<file path="config.mk">
export PLATFORM = sky130hd
export DESIGN_NAME = comp_serial_lsb
export DESIGN_NICKNAME = d
export VERILOG_FILES = /design/src/rtl/comp_serial_lsb.sv
export SDC_FILE = /design/constraint.sdc
export NUM_CORES = 1
export LEC_CHECK = 0
export ABC_AREA = 1
export BUFFER_PORTS_ARGS = -buffer_cell sky130_fd_sc_hd__buf_2
export CORE_MARGIN = 2
export CORE_UTILIZATION = 48
export CTS_BUF_LIST = sky130_fd_sc_hd__clkbuf_8
export CTS_CLUSTER_DIAMETER = 50
export DETAILED_ROUTE_END_ITERATION = 16
export PLACE_DENSITY = 0.71
export SYNTH_ARGS = -nofsm -noshare
export SYNTH_HDL_FRONTEND = slang
export SYNTH_SLANG_ARGS = --single-unit
</file>
<file path="constraint.sdc">
create_clock -name clock -period 1.25 [get_ports clock]
set_clock_uncertainty 0.05 [all_clocks]
set_input_delay 0.0625 -clock clock [delete_from_list [all_inputs] [get_ports clock]]
set_output_delay 0.0625 -clock clock [all_outputs]
set_load 0.01 [all_outputs]
</file>
<file path="src/rtl/comp_serial_lsb.sv">
// comp_serial_lsb: LSB-first iterative magnitude comparator, 2 bits/cycle, start/busy/done handshake, registered eq/gt/lt; define COMP_SIGNED_EN for two's complement operands (ports: clock, reset, start, in1, in2 -> busy, done, eq, gt, lt)
module comp_serial_lsb #(
  parameter int WIDTH = 32
) (
  input  logic             clock,
  input  logic             reset,
  input  logic             start,
  input  logic [WIDTH-1:0] in1,
  input  logic [WIDTH-1:0] in2,
  output logic             busy,
  output logic             done,
  output logic             eq,
  output logic             gt,
  output logic             lt
);
  localparam int N = WIDTH / 2;
  localparam int KW = N > 1 ? $clog2(N) : 1;
  localparam logic [1:0] IDLE = 2'd0, EVAL = 2'd1, DONE = 2'd2;
  logic [1:0] state;
  logic [KW-1:0] k;
  logic [WIDTH-1:0] a, b;
  logic run_gt, run_lt, last, differ, slice_gt, nxt_gt, nxt_lt;
  always_comb begin
    last = k == KW'(N - 1);
    differ = a[1:0] != b[1:0];
`ifdef COMP_SIGNED_EN
    slice_gt = (last && a[1] != b[1]) ? ~a[1] : a[1:0] > b[1:0];
`else
    slice_gt = a[1:0] > b[1:0];
`endif
    nxt_gt = differ ? slice_gt : run_gt;
    nxt_lt = differ ? ~slice_gt : run_lt;
  end
  assign busy = state == EVAL;
  assign done = state == DONE;
  always_ff @(posedge clock) begin
    if (reset) begin
      state <= IDLE;
      k <= '0;
      a <= '0;
      b <= '0;
      run_gt <= 1'b0;
      run_lt <= 1'b0;
      eq <= 1'b0;
      gt <= 1'b0;
      lt <= 1'b0;
    end else if (state != EVAL && start) begin
      state <= EVAL;
      k <= '0;
      a <= in1;
      b <= in2;
      run_gt <= 1'b0;
      run_lt <= 1'b0;
    end else if (state == EVAL) begin
      a <= a >> 2;
      b <= b >> 2;
      run_gt <= nxt_gt;
      run_lt <= nxt_lt;
      if (last) begin
        state <= DONE;
        eq <= ~(nxt_gt | nxt_lt);
        gt <= nxt_gt;
        lt <= nxt_lt;
      end else begin
        k <= k + KW'(1);
      end
    end else begin
      state <= IDLE;
    end
  end
endmodule

</file>
==> results of run 1 <==
sequential cells by signal, indices dropped and copies added (netlist names):
| name | count |
|---|---|
| eq | 1 |
| a | 32 |
| run_gt | 1 |
| gt | 1 |
| state | 2 |
| lt | 1 |
| b | 32 |
| k | 4 |
| run_lt | 1 |
layer usage:
metal | share of wire | routed length [um] | vias to the layer above
li1 | - | - | 2021
met1 | 0.42 | 5000 | 1926
met2 | 0.49 | 5830 | 140
met3 | 0.054 | 638 | 30
met4 | 0.030 | 351 | 0
met5 | 0 | 0 | -
kinds of logic after synthesis:
| kind of cell | count (synthesis) | synth area share |
|---|---|---|
| compound gates | 12 | 0.0167 |
| xor+xnor | 1 | 0.00244 |
| fa+ha+maj | 3 | 0.0105 |
| buf+inv | 112 | 0.131 |
| flops | 75 | 0.418 |
| simple gates | 356 | 0.421 |
through the flow:
step | power, mW | instances | instance area (sq um) | setup WS (ns) | hold WS (ns)
after floorplan | 3.21 | 559 | 3590 | 0.0875 | 0.156
after global placement | 3.46 | 714 | 4090 | -0.389 | 0.280
after detailed placement | 3.49 | 714 | 4090 | -0.456 | 0.280
after CTS | 5.97 | 804 | 5280 | -0.0839 | 0.00190
after global routing | 6.43 | 811 | 5700 | -0.195 | 0.0358
final | 6.20 | 811 | 5700 | -0.161 | 0.0106
repair_timing:
action / 4_1_cts / 5_1_grt
cloned: 7 / 4
setup buffers: 9 / 4
hold endpoints to repair: 62 / 0
hold buffers: 59 / 0
pin swaps: 7 / 17
resized for setup: 37 / 85
setup endpoints to repair: 77 / 74
report_power, final:
group,internal (mW),switching [mW]
Combinational,0.706,0.724
Sequential,2.53,0.0840
Clock,1.22,0.926
critical path: stages (launching register included):
cell and delay [ns]:
sky130_fd_sc_hd__dfxtp_2 0.33, sky130_fd_sc_hd__buf_6 0.11, sky130_fd_sc_hd__nor2_4 0.23, sky130_fd_sc_hd__buf_12 0.18
sky130_fd_sc_hd__clkbuf_16 0.18, sky130_fd_sc_hd__nand2_1 0.08, sky130_fd_sc_hd__nand3_1 0.09, sky130_fd_sc_hd__nand2_1 0.05
sky130_fd_sc_hd__inv_1 0.06
layout make-up:
type | count | area [sq um] | share of cell area
clock inverter | 5 | 76.3 | 0.0134
tap | 99 | 124 | 0.0217
timing repair buffer | 169 | 1590 | 0.279
multi-input combinational | 373 | 1940 | 0.341
clock buffer | 11 | 151 | 0.0266
inverter | 79 | 312 | 0.0546
sequential | 75 | 1510 | 0.264
cells in the mapped netlist (all sizes together):
library cell / number / area [sq um]
clkbuf: 7 / 26.3
ha: 3 / 37.5
nand2: 217 / 825
dfxtp: 75 / 1500
nand4: 2 / 12.5
buf: 26 / 146
nand3: 125 / 626
xor2: 1 / 8.76
inv: 79 / 297
nor2: 12 / 50.1
o21ai: 1 / 5.00
a21oi: 11 / 55.1
worst max-delay path by stage:
stage	from	to	slack, ns	cells past startpoint
after floorplan	state[0]	b[19]	0.09	8
after global placement	state[0]	b[19]	-0.39	7
after detailed placement	state[0]	b[17]	-0.46	7
after CTS	state[1]	busy	-0.08	4
after global routing	state[1]	b[29]	-0.19	8
final	state[1]	b[29]	-0.16	8
==> impl_results.rst, run 1 <==
.. list-table::
   :header-rows: 1

   * - Metric
     - Value
   * - Number of distinct library cell variants in the gate-level netlist after synthesis
     - 19
   * - Crit. End Element
     - flip-flop
   * - FF-to-FF Start
     - state[1]
   * - Final Hold Violating Endpoints
     - 0
   * - Count of max-cap constraint violations
     - 0
   * - CTS tree
     - done
   * - Die ar.
     - 8190 sq um
   * - Overall fraction of global-route tracks in use
     - 0.268
   * - Data arrival time of the critical path
     - 1.66 ns
   * - Met1 Use GR
     - 0.336
   * - Slew Limit Headroom
     - 0.754
   * - Initial Util
     - 0.495
   * - Final worst-path cycle share
     - 1.13
   * - P&R area growth vs syn
     - 58.8%
   * - Pre-Repair DR Iteration Count
     - 5
   * - WP data required
     - 1.50 ns
   * - CTS H-Tree Depth
     - 3
   * - Number of top-level design ports
     - 72
   * - Static power due to leakage
     - 3.07 nW
   * - Type of the worst setup path
     - reg2reg
   * - CTS max path bufs
     - 2
   * - Source-to-sink clock delay at the later pin of the worst-skew pair
     - 0.35 ns
   * - Count of clock tree sinks
     - 75
   * - Met3 demand-to-capacity share in global routing
     - 0.0401
   * - Largest fanout on the critical path
     - 16
   * - Path category of the worst min-delay check
     - in2reg
   * - Via count
     - 4117
   * - Row cnt
     - 31
   * - Number of buffers created by CTS
     - 9
   * - Total setup violations reported at the end of the flow
     - 74
   * - FF-to-FF setup slack
     - -0.16 ns
   * - Commonest cells after routing, fill and taps aside
     - 171 x sky130_fd_sc_hd__nand2_1, 109 x sky130_fd_sc_hd__nand3_1, 73 x sky130_fd_sc_hd__inv_1
   * - Worst path setup slack after routing
     - -0.161 ns
   * - Final TNS setup
     - -6.10 ns
   * - Share of layout cells above drive strength 1
     - 0.292
   * - Hold Path Cell Cnt
     - 5
   * - Via count of the first global-routing pass
     - 3880
   * - Max-slew violation count
     - 0
   * - Startpoint of the worst hold path
     - in1[7]
   * - Most Used Layer, Global Route
     - met2
   * - Average routed wire per standard cell
     - 14.6 um
   * - Violations in the final reports
     - setup timing
   * - Clk pin slew, worst setup/hold paths
     - 0.08 ns
   * - Post-Synthesis Cells
     - 559
   * - Path depth of the worst reg2reg path
     - 8
   * - Port Buffer Count
     - 71
   * - Share of the core filled with cells in the final layout
     - 0.786
   * - Die Height
     - 90.5 um
   * - Reg-to-reg endpoint
     - b[29]
   * - Detail Route Antenna Nets
     - 0
   * - Detail Placement HPWL
     - 5.54 mm
   * - Category of the worst setup path launch point
     - flip-flop
   * - Peak Freq
     - 709 MHz
   * - Post-synthesis sequential element count
     - 75
   * - Detailed Route Iter0 Violations
     - 275
   * - Worst Tran Pin Value
     - 0.368 ns
   * - Core Footprint
     - 7250 sq um
   * - Largest net degree at the start of global routing
     - 44
   * - Portion of the post-synthesis area used by sequential elements
     - 0.418
   * - Met2 global-route usage
     - 0.460
   * - Status
     - finished with violations
   * - Setup repair after global routing missed its margin
     - yes
   * - Syn Nets
     - 629
   * - Net total in the final layout
     - 777
   * - Routed wire length
     - 11.8 mm
   * - Mapped Area
     - 3590 sq um
   * - Number of diodes added for antenna fixing
     - 0
   * - Number of antenna violations at the first check in global routing
     - 0
   * - GRT Residual Overflow
     - 0
   * - Per-instance average area after synthesis
     - 6.42 sq um
   * - Die X-Extent
     - 90.5 um
   * - IR drop worst, VDD
     - 725 uV
   * - Last weighted congestion value of the routability-driven placer
     - 0.753
   * - Total power divided by cell area
     - 1090 nW/um^2
   * - Worst Hold Endpoint
     - a[7]
   * - Leading cell type in the layout, fill and taps excluded
     - sky130_fd_sc_hd__nand2_1
   * - Vias per cell
     - 5.08
   * - Yosys warning count
     - 0
   * - Residual DRC
     - 0
   * - First-pass GRT wire length
     - 17.8 mm
   * - Root buf cell
     - sky130_fd_sc_hd__clkbuf_8
   * - Time the worst path needs with I/O delays and setup
     - 1.41 ns
   * - FILL cells
     - 499
Note: power is estimated with default switching activity, not from simulation.
==> inputs of run 2 (changes only) <==
Settings changed: MAX_ROUTING_LAYER set to met4.
==> run 2 against run 1 <==
Against the previous run: the run still ends with setup timing left; total power about the same; critical path depth unchanged; cell count unchanged; sequential power about the same; worst setup slack better by 0.017 ns; via count up 0.29%; sequential share of layout area about the same; wire length up 0.24%; fmax up 1.2%; combinational power about the same; global-route usage up 0.74 points; largest cell class unchanged.
==> impl_results.rst, run 2 (synthesis gave the netlist of run 1 again) <==
.. list-table::
   :header-rows: 1

   * - Metric
     - Value
   * - Total setup violations reported at the end of the flow
     - 74 (unchanged)
   * - Type of the worst setup path
     - reg2reg
   * - Via count of the first global-routing pass
     - 3876 (-0.10%)
   * - Overall fraction of global-route tracks in use
     - 0.275 (+0.00744)
   * - Placed Instances
     - 714 (unchanged)
   * - Row cnt
     - 31 (unchanged)
   * - Slew Limit Headroom
     - 0.742 (-0.0115)
   * - Cell area after placement
     - 4090 sq um (unchanged)
   * - Non-filler cells, final
     - 811 (unchanged)
   * - Residual DRC
     - 0 (unchanged)
   * - Final instance area
     - 5710 sq um (+0.18%)
   * - Last weighted congestion value of the routability-driven placer
     - 0.762 (+1.3%)
   * - Crit. End Element
     - flip-flop
   * - Root buf cell
     - sky130_fd_sc_hd__clkbuf_8
   * - Number of buffers and inverters on the critical path
     - 4 (unchanged)
   * - P&R area growth vs syn
     - 59.1%
   * - Place WS
     - -0.456 ns (unchanged)
   * - Hold_ws
     - 0.00996 ns (-0.000654 ns)
   * - Share of layout cells above drive strength 1
     - 0.294 (+0.00140)
   * - CP Cell Sequence
     - buf_6 -> nor2_4 -> buf_12 -> clkbuf_16 -> nand2_1 -> nand3_1 -> nand2_1 -> inv_1
   * - Final Hold Violating Endpoints
     - 0 (unchanged)
   * - Max-slew violation count
     - 0 (unchanged)
   * - Cell mode on critical path
     - sky130_fd_sc_hd__nand2_1
   * - Detail Placement HPWL
     - 5.54 mm (unchanged)
   * - Final worst-path cycle share
     - 1.12 (-0.0133)
   * - Number of antenna violations at the first check in global routing
     - 0 (unchanged)
   * - Share of the core filled with cells in the final layout
     - 0.787 (+0.00138)
   * - Violations in the final reports
     - setup timing
   * - First-pass GRT wire length
     - 17.8 mm (unchanged)
   * - CTS H-Tree Depth
     - 3 (unchanged)
   * - Peak Freq
     - 717 MHz (+1.2%)
   * - Pwr Total
     - 6.20 mW (about the same)
   * - Initial Util
     - 0.495 (unchanged)
   * - Number of top-level design ports
     - 72 (unchanged)
   * - Pre-Repair DR Iteration Count
     - 5 (unchanged)
   * - Critical-path top delay cell
     - sky130_fd_sc_hd__dfxtp_2
   * - Setup repair after global routing missed its margin
     - yes
   * - Total power divided by cell area
     - 1090 nW/um^2 (-0.15%)
   * - Core Footprint
     - 7250 sq um (unchanged)
   * - Die ar.
     - 8190 sq um (unchanged)
   * - Time the worst path needs with I/O delays and setup
     - 1.39 ns (-0.0167 ns)
   * - Count of max-cap constraint violations
     - 0 (unchanged)
   * - Largest stage delay on the critical path
     - 0.33 ns (about the same)
   * - Status
     - finished with violations
   * - Via count
     - 4129 (+0.29%)
   * - Vias per cell
     - 5.09 (+0.29%)
   * - Category of the worst setup path launch point
     - flip-flop
   * - Largest fanout on the critical path
     - 16 (unchanged)
   * - Average routed wire per standard cell
     - 14.6 um (+0.24%)
   * - Worst path setup slack after routing
     - -0.144 ns (+0.0167 ns)
   * - IR drop worst, VDD
     - 725 uV (about the same)
   * - CTS tree
     - done
   * - Path category of the worst min-delay check
     - in2reg
   * - Commonest cells after routing, fill and taps aside
     - 171 x sky130_fd_sc_hd__nand2_1, 108 x sky130_fd_sc_hd__nand3_1, 73 x sky130_fd_sc_hd__inv_1
   * - Registers with the highest flip-flop counts
     - a (32), b (32), k (4)
   * - Count of clock tree sinks
     - 75 (unchanged)
   * - Die Height
     - 90.5 um (unchanged)
   * - Leading cell type in the layout, fill and taps excluded
     - sky130_fd_sc_hd__nand2_1
   * - GRT Residual Overflow
     - 0 (unchanged)
   * - Clk pin slew, worst setup/hold paths
     - 0.08 ns (about the same)
   * - Worst Tran Pin Value
     - 0.386 ns (+0.0172 ns)
   * - CP delay by family, top
     - buffers and inverters
   * - Static power due to leakage
     - 3.07 nW (+0.20%)
   * - Data arrival time of the critical path
     - 1.65 ns (about the same)
   * - Largest net degree at the start of global routing
     - 44 (unchanged)
   * - Routed wire length
     - 11.8 mm (+0.24%)
   * - Port Buffer Count
     - 71 (unchanged)
   * - WP data required
     - 1.51 ns (about the same)
   * - Detail Route Antenna Nets
     - 0 (unchanged)
   * - Number of buffers created by CTS
     - 9 (unchanged)
   * - Source-to-sink clock delay at the later pin of the worst-skew pair
     - 0.35 ns (about the same)
   * - CTS max path bufs
     - 2 (unchanged)
   * - Detailed Route Iter0 Violations
     - 353 (+28%)
   * - Number of diodes added for antenna fixing
     - 0 (unchanged)
   * - Final TNS setup
     - -5.97 ns (+0.128 ns)
   * - Net total in the final layout
     - 777 (unchanged)
   * - Die X-Extent
     - 90.5 um (unchanged)
## run 2: cell types whose count changed in the layout (fill, tap and decap cells not counted)
cell	before	now
sky130_fd_sc_hd__nand2_2	33	32
sky130_fd_sc_hd__nand2_4	13	14
sky130_fd_sc_hd__nand3_2	15	16
sky130_fd_sc_hd__nand3_1	109	108
## run 2: layer usage
metal,share of wire,vias up,wire length [um],track usage
met5,0,-,0,-
met4,0.030,0,352,0.110
met3,0.071,34,846,0.0392
met2,0.50,185,5910,0.459
met1,0.40,1888,4740,0.337
li1,-,2022,-,-
## run 2: cell type report
cell class	instances	area (sq um)
clock buffers	11	151
well taps	99	124
flip-flops and latches	75	1510
fillers	488	1540
repair buffers	169	1590
clock inverters	5	76.3
inverters	79	312
multi-input cells	373	1950
## run 2: where the power goes
part           switching (mW)  leakage, nW  internal (mW)
clock network           0.926        0.117           1.22
logic                   0.723         2.34          0.707
registers              0.0853        0.616           2.53
total                    1.73         3.07           4.46
## run 2: worst reg2reg max path, delay by kind of cell (launching register included)
family	cells	cell delay, ns
and+or+nand+nor	4	0.44
buffers and inverters	4	0.52
DFF	1	0.33
## run 2: worst paths after layout
kind | startpoint | endpoint | slack, ns | depth (start not counted)
hold reg to reg | a[31] | a[31] | 0.42 | 2
setup / recovery | state[1] | b[27] | -0.14 | 8
setup reg to reg | state[1] | b[27] | -0.14 | 8
hold / removal | in1[7] | a[7] | 0.01 | 5
## run 2: timing repair
item                                   4_1_cts  5_1_grt
hold buffers                                59        0
setup endpoints to repair                   77       74
pin swaps                                    7       18
gates cloned                                 7        4
gates resized for setup                     37       87
setup buffers                                9        4
endpoints found under the hold margin       62        0
==> inputs of run 3 (changes only) <==
Settings changed: CELL_PAD_IN_SITES_DETAIL_PLACEMENT set to 0, CELL_PAD_IN_SITES_GLOBAL_PLACEMENT set to 1, CORE_UTILIZATION 48 to 39, PLACE_DENSITY 0.71 to not set, PLACE_DENSITY_LB_ADDON set to 0.1.
==> run 3 against run 2 <==
Against the previous run: the run now ends clean; first-iteration DRC count fell by 69%; count of clock-buffer cells in the layout is 1 lower; sequential share of layout area up 2.1 points; final area fell by 7.0%; combinational power decreased by 17%; via count shrank 6.2%; wire length decreased by 12%; clock power up 7%; non-clock buffer count down 9; utilization is 20 points lower; register-to-register slack better by 0.15 ns; hold slack got worse by 0.0077 ns; critical endpoint is now busy; largest power group unchanged.
==> impl_results.rst, run 3 (synthesis gave the netlist of run 1 again) <==
.. list-table::
   :header-rows: 1

   * - Metric
     - Value
   * - Status
     - finished, final reports clean
   * - Crit. End Element
     - output port
   * - Place WS
     - -0.0696 ns (+0.387 ns)
   * - Data arrival time of the critical path
     - 1.14 ns (-0.51 ns)
   * - Via count of the first global-routing pass
     - 3635 (-6.2%)
   * - Reg power frac
     - 0.428 (+0.006)
   * - Largest net degree at the start of global routing
     - 38 (-14%)
   * - Net switching component of the power
     - 1.62 mW (-6.6%)
   * - Source-to-sink clock delay at the later pin of the worst-skew pair
     - 0.35 ns (about the same)
   * - Worst Hold Endpoint
     - a[19]
   * - Detail Placement HPWL
     - 6.12 mm (+10%)
   * - Setup repair after global routing missed its margin
     - yes
   * - Category of the worst setup path launch point
     - flip-flop
   * - Worst path setup slack after routing
     - 0.00239 ns (+0.146 ns)
   * - Worst Tran Pin Value
     - 0.303 ns (-0.0825 ns)
   * - Largest fanout on the critical path
     - 2 (-14)
   * - Count of max-cap constraint violations
     - 0 (unchanged)
   * - Max-slew violation count
     - 0 (unchanged)
   * - Commonest cells after routing, fill and taps aside
     - 204 x sky130_fd_sc_hd__nand2_1, 121 x sky130_fd_sc_hd__nand3_1, 73 x sky130_fd_sc_hd__inv_1
   * - Static power due to leakage
     - 2.82 nW (-8.2%)
   * - CTS max path bufs
     - 2 (unchanged)
   * - Cell mode on critical path
     - sky130_fd_sc_hd__buf_6
   * - Die X-Extent
     - 99.9 um (+10%)
   * - Vias per cell
     - 4.77 (-6.4%)
   * - WP data required
     - 1.14 ns (-0.37 ns)
   * - Share of layout cells above drive strength 1
     - 0.222 (-0.0713)
   * - Startpoint of the worst hold path
     - in1[19]
   * - Topmost layer with routed signal wires
     - met4
   * - Net total in the final layout
     - 767 (-1.3%)
   * - Number of diodes added for antenna fixing
     - 0 (unchanged)
   * - CTS H-Tree Depth
     - 3 (unchanged)
   * - Time the worst path needs with I/O delays and setup
     - 1.25 ns (-0.146 ns)
   * - Wire length on met3
     - 402 um (-52%)
   * - Root buf cell
     - sky130_fd_sc_hd__clkbuf_8
   * - Routed wire length
     - 10.4 mm (-12%)
   * - GRT Residual Overflow
     - 0 (unchanged)
   * - Path category of the worst min-delay check
     - in2reg
   * - Registers with the highest flip-flop counts
     - a (32), b (32), k (4)
   * - Count of clock tree sinks
     - 75 (unchanged)
   * - FF-to-FF Start
     - state[0]
   * - Detailed Route Iter0 Violations
     - 111 (-69%)
   * - CP Cell Sequence
     - inv_2 -> nor2_4 -> buf_6 -> buf_12 -> buf_6
   * - Row cnt
     - 35 (+13%)
   * - Total internal power
     - 4.49 mW (+0.50%)
   * - Switching power share of the total
     - 0.265 (-0.0145)
   * - Combinational power share
     - 0.195 (-0.036)
   * - Die Height
     - 99.9 um (+10%)
   * - IR drop worst, VDD
     - 534 uV (-26%)
   * - Largest stage delay on the critical path
     - 0.34 ns (about the same)
   * - Via count
     - 3874 (-6.2%)
   * - Path depth of the worst reg2reg path
     - 9 (+1)
   * - Peak Freq
     - 802 MHz (+12%)
   * - Number of antenna violations at the first check in global routing
     - 0 (unchanged)
   * - Clk pin slew, worst setup/hold paths
     - 0.08 ns (about the same)
   * - Overall fraction of global-route tracks in use
     - 0.210 (-0.0658)
   * - Critical-path top delay cell
     - sky130_fd_sc_hd__dfxtp_2
   * - Wire length on met1
     - 4.74 mm (about the same)
   * - Number of top-level design ports
     - 72 (unchanged)
   * - Average routed wire per standard cell
     - 12.8 um (-12%)
   * - Pre-Repair DR Iteration Count
     - 4 (-1)
   * - Hold Path Cell Cnt
     - 5 (unchanged)
   * - Final worst-path cycle share
     - 0.998 (-0.117)
   * - Slew Limit Headroom
     - 0.798 (+0.0556)
   * - Last weighted congestion value of the routability-driven placer
     - 0.821 (+7.8%)
   * - Total power divided by cell area
     - 1150 nW/um^2 (+5.9%)
   * - Core Footprint
     - 9060 sq um (+25%)
   * - Reg-to-reg endpoint
     - a[11]
   * - Residual DRC
     - 0 (unchanged)
   * - Relative contribution of the clock network to total power
     - 0.377 (+0.030)
   * - Final TNS setup
     - 0 ns (+5.97 ns)
   * - Detail Route Antenna Nets
     - 0 (unchanged)
   * - P&R area growth vs syn
     - 48.0%
   * - CP delay by family, top
     - flip-flops
   * - First-pass GRT wire length
     - 16.3 mm (-8.2%)
   * - Routed length on met2
     - 5.11 mm (-14%)
   * - Leading cell type in the layout, fill and taps excluded
     - sky130_fd_sc_hd__nand2_1
   * - FILL cells
     - 887 (+82%)
   * - Number of buffers created by CTS
     - 9 (unchanged)
   * - CTS tree
     - done
   * - FF-to-FF setup slack
     - 0.01 ns (+0.15 ns)
   * - Port Buffer Count
     - 71 (unchanged)
   * - Total setup violations reported at the end of the flow
     - 0 (-100%)
   * - Type of the worst setup path
     - reg2out
   * - Final Hold Violating Endpoints
     - 0 (unchanged)
   * - Die ar.
     - 9990 sq um (+22%)
   * - Initial Util
     - 0.396 (-0.0989)
   * - Number of buffers and inverters on the critical path
     - 4 (unchanged)
-- run 3: layout make-up --
type                            instances  area [sq um]  share of cell area
Tap cell                              111           139              0.0261
Clock buffer                           10           138              0.0259
Inverter                               79           304              0.0572
Multi-Input combinational cell        372          1760               0.331
Sequential cell                        75          1510               0.284
Clock inverter                          6           104              0.0196
Timing Repair Buffer                  160          1360               0.255
-- run 3: per-stage QoR --
| stage | hold slack [ns] | instance area (sq um) | cells | power, mW | utilization |
|---|---|---|---|---|---|
| final | 0.00228 | 5310 | 813 | 6.11 | 0.586 |
| after global routing | 0.0153 | 5310 | 813 | 6.40 | 0.586 |
| after floorplan | 0.156 | 3590 | 559 | 3.21 | - |
| after global placement | 0.283 | 4170 | 730 | 3.53 | 0.460 |
| after CTS | 0.0000371 | 5070 | 809 | 6.01 | 0.560 |
| after detailed placement | 0.285 | 4170 | 730 | 3.55 | 0.460 |
-- run 3: what timing repair did --
item                                    CTS  global route
buffers inserted                          4             0
endpoints found under the hold margin    61             0
gates cloned                              0             4
pin swaps                                 1             4
resized for setup                        11            41
hold buffers                             59             0
endpoints found under the setup margin   65            74
-- run 3: power by group through the flow --
stage	Clock (mW)	Combinational [mW]	Sequential [mW]
floorplan	0	0.561	2.64
global placement	0	0.879	2.66
detailed placement	0	0.887	2.66
CTS	2.33	1.07	2.61
global route	2.44	1.32	2.63
finish	2.30	1.19	2.61
-- run 3: worst register-to-register path, cell delays in order (launching register included) --
cell and delay (ns):
sky130_fd_sc_hd__dfxtp_2 0.34, sky130_fd_sc_hd__inv_2 0.04, sky130_fd_sc_hd__nor2_4 0.10, sky130_fd_sc_hd__buf_6 0.16
sky130_fd_sc_hd__nor2_4 0.06, sky130_fd_sc_hd__buf_12 0.16, sky130_fd_sc_hd__nand2_1 0.06, sky130_fd_sc_hd__nand3_1 0.07
sky130_fd_sc_hd__nand2_1 0.06, sky130_fd_sc_hd__inv_1 0.04
-- run 3: worst max path at each step --
stage	from	end	slack, ns	cells past startpoint
2_1_floorplan	state[0]	b[19]	0.09	8
3_3_place_gp	state[0]	k[0]	-0.04	7
3_5_place_dp	state[0]	k[0]	-0.07	7
4_1_cts	state[0]	busy	-0.02	5
5_1_grt	state[0]	a[0]	-0.05	9
6_report	state[0]	busy	0.002	5
-- run 3: layer usage --
metal / up-vias / GRT usage
li1: 1998 / -
met5: - / -
met2: 76 / 0.365
met4: 0 / 0.0748
met1: 1784 / 0.242
met3: 16 / 0.0397
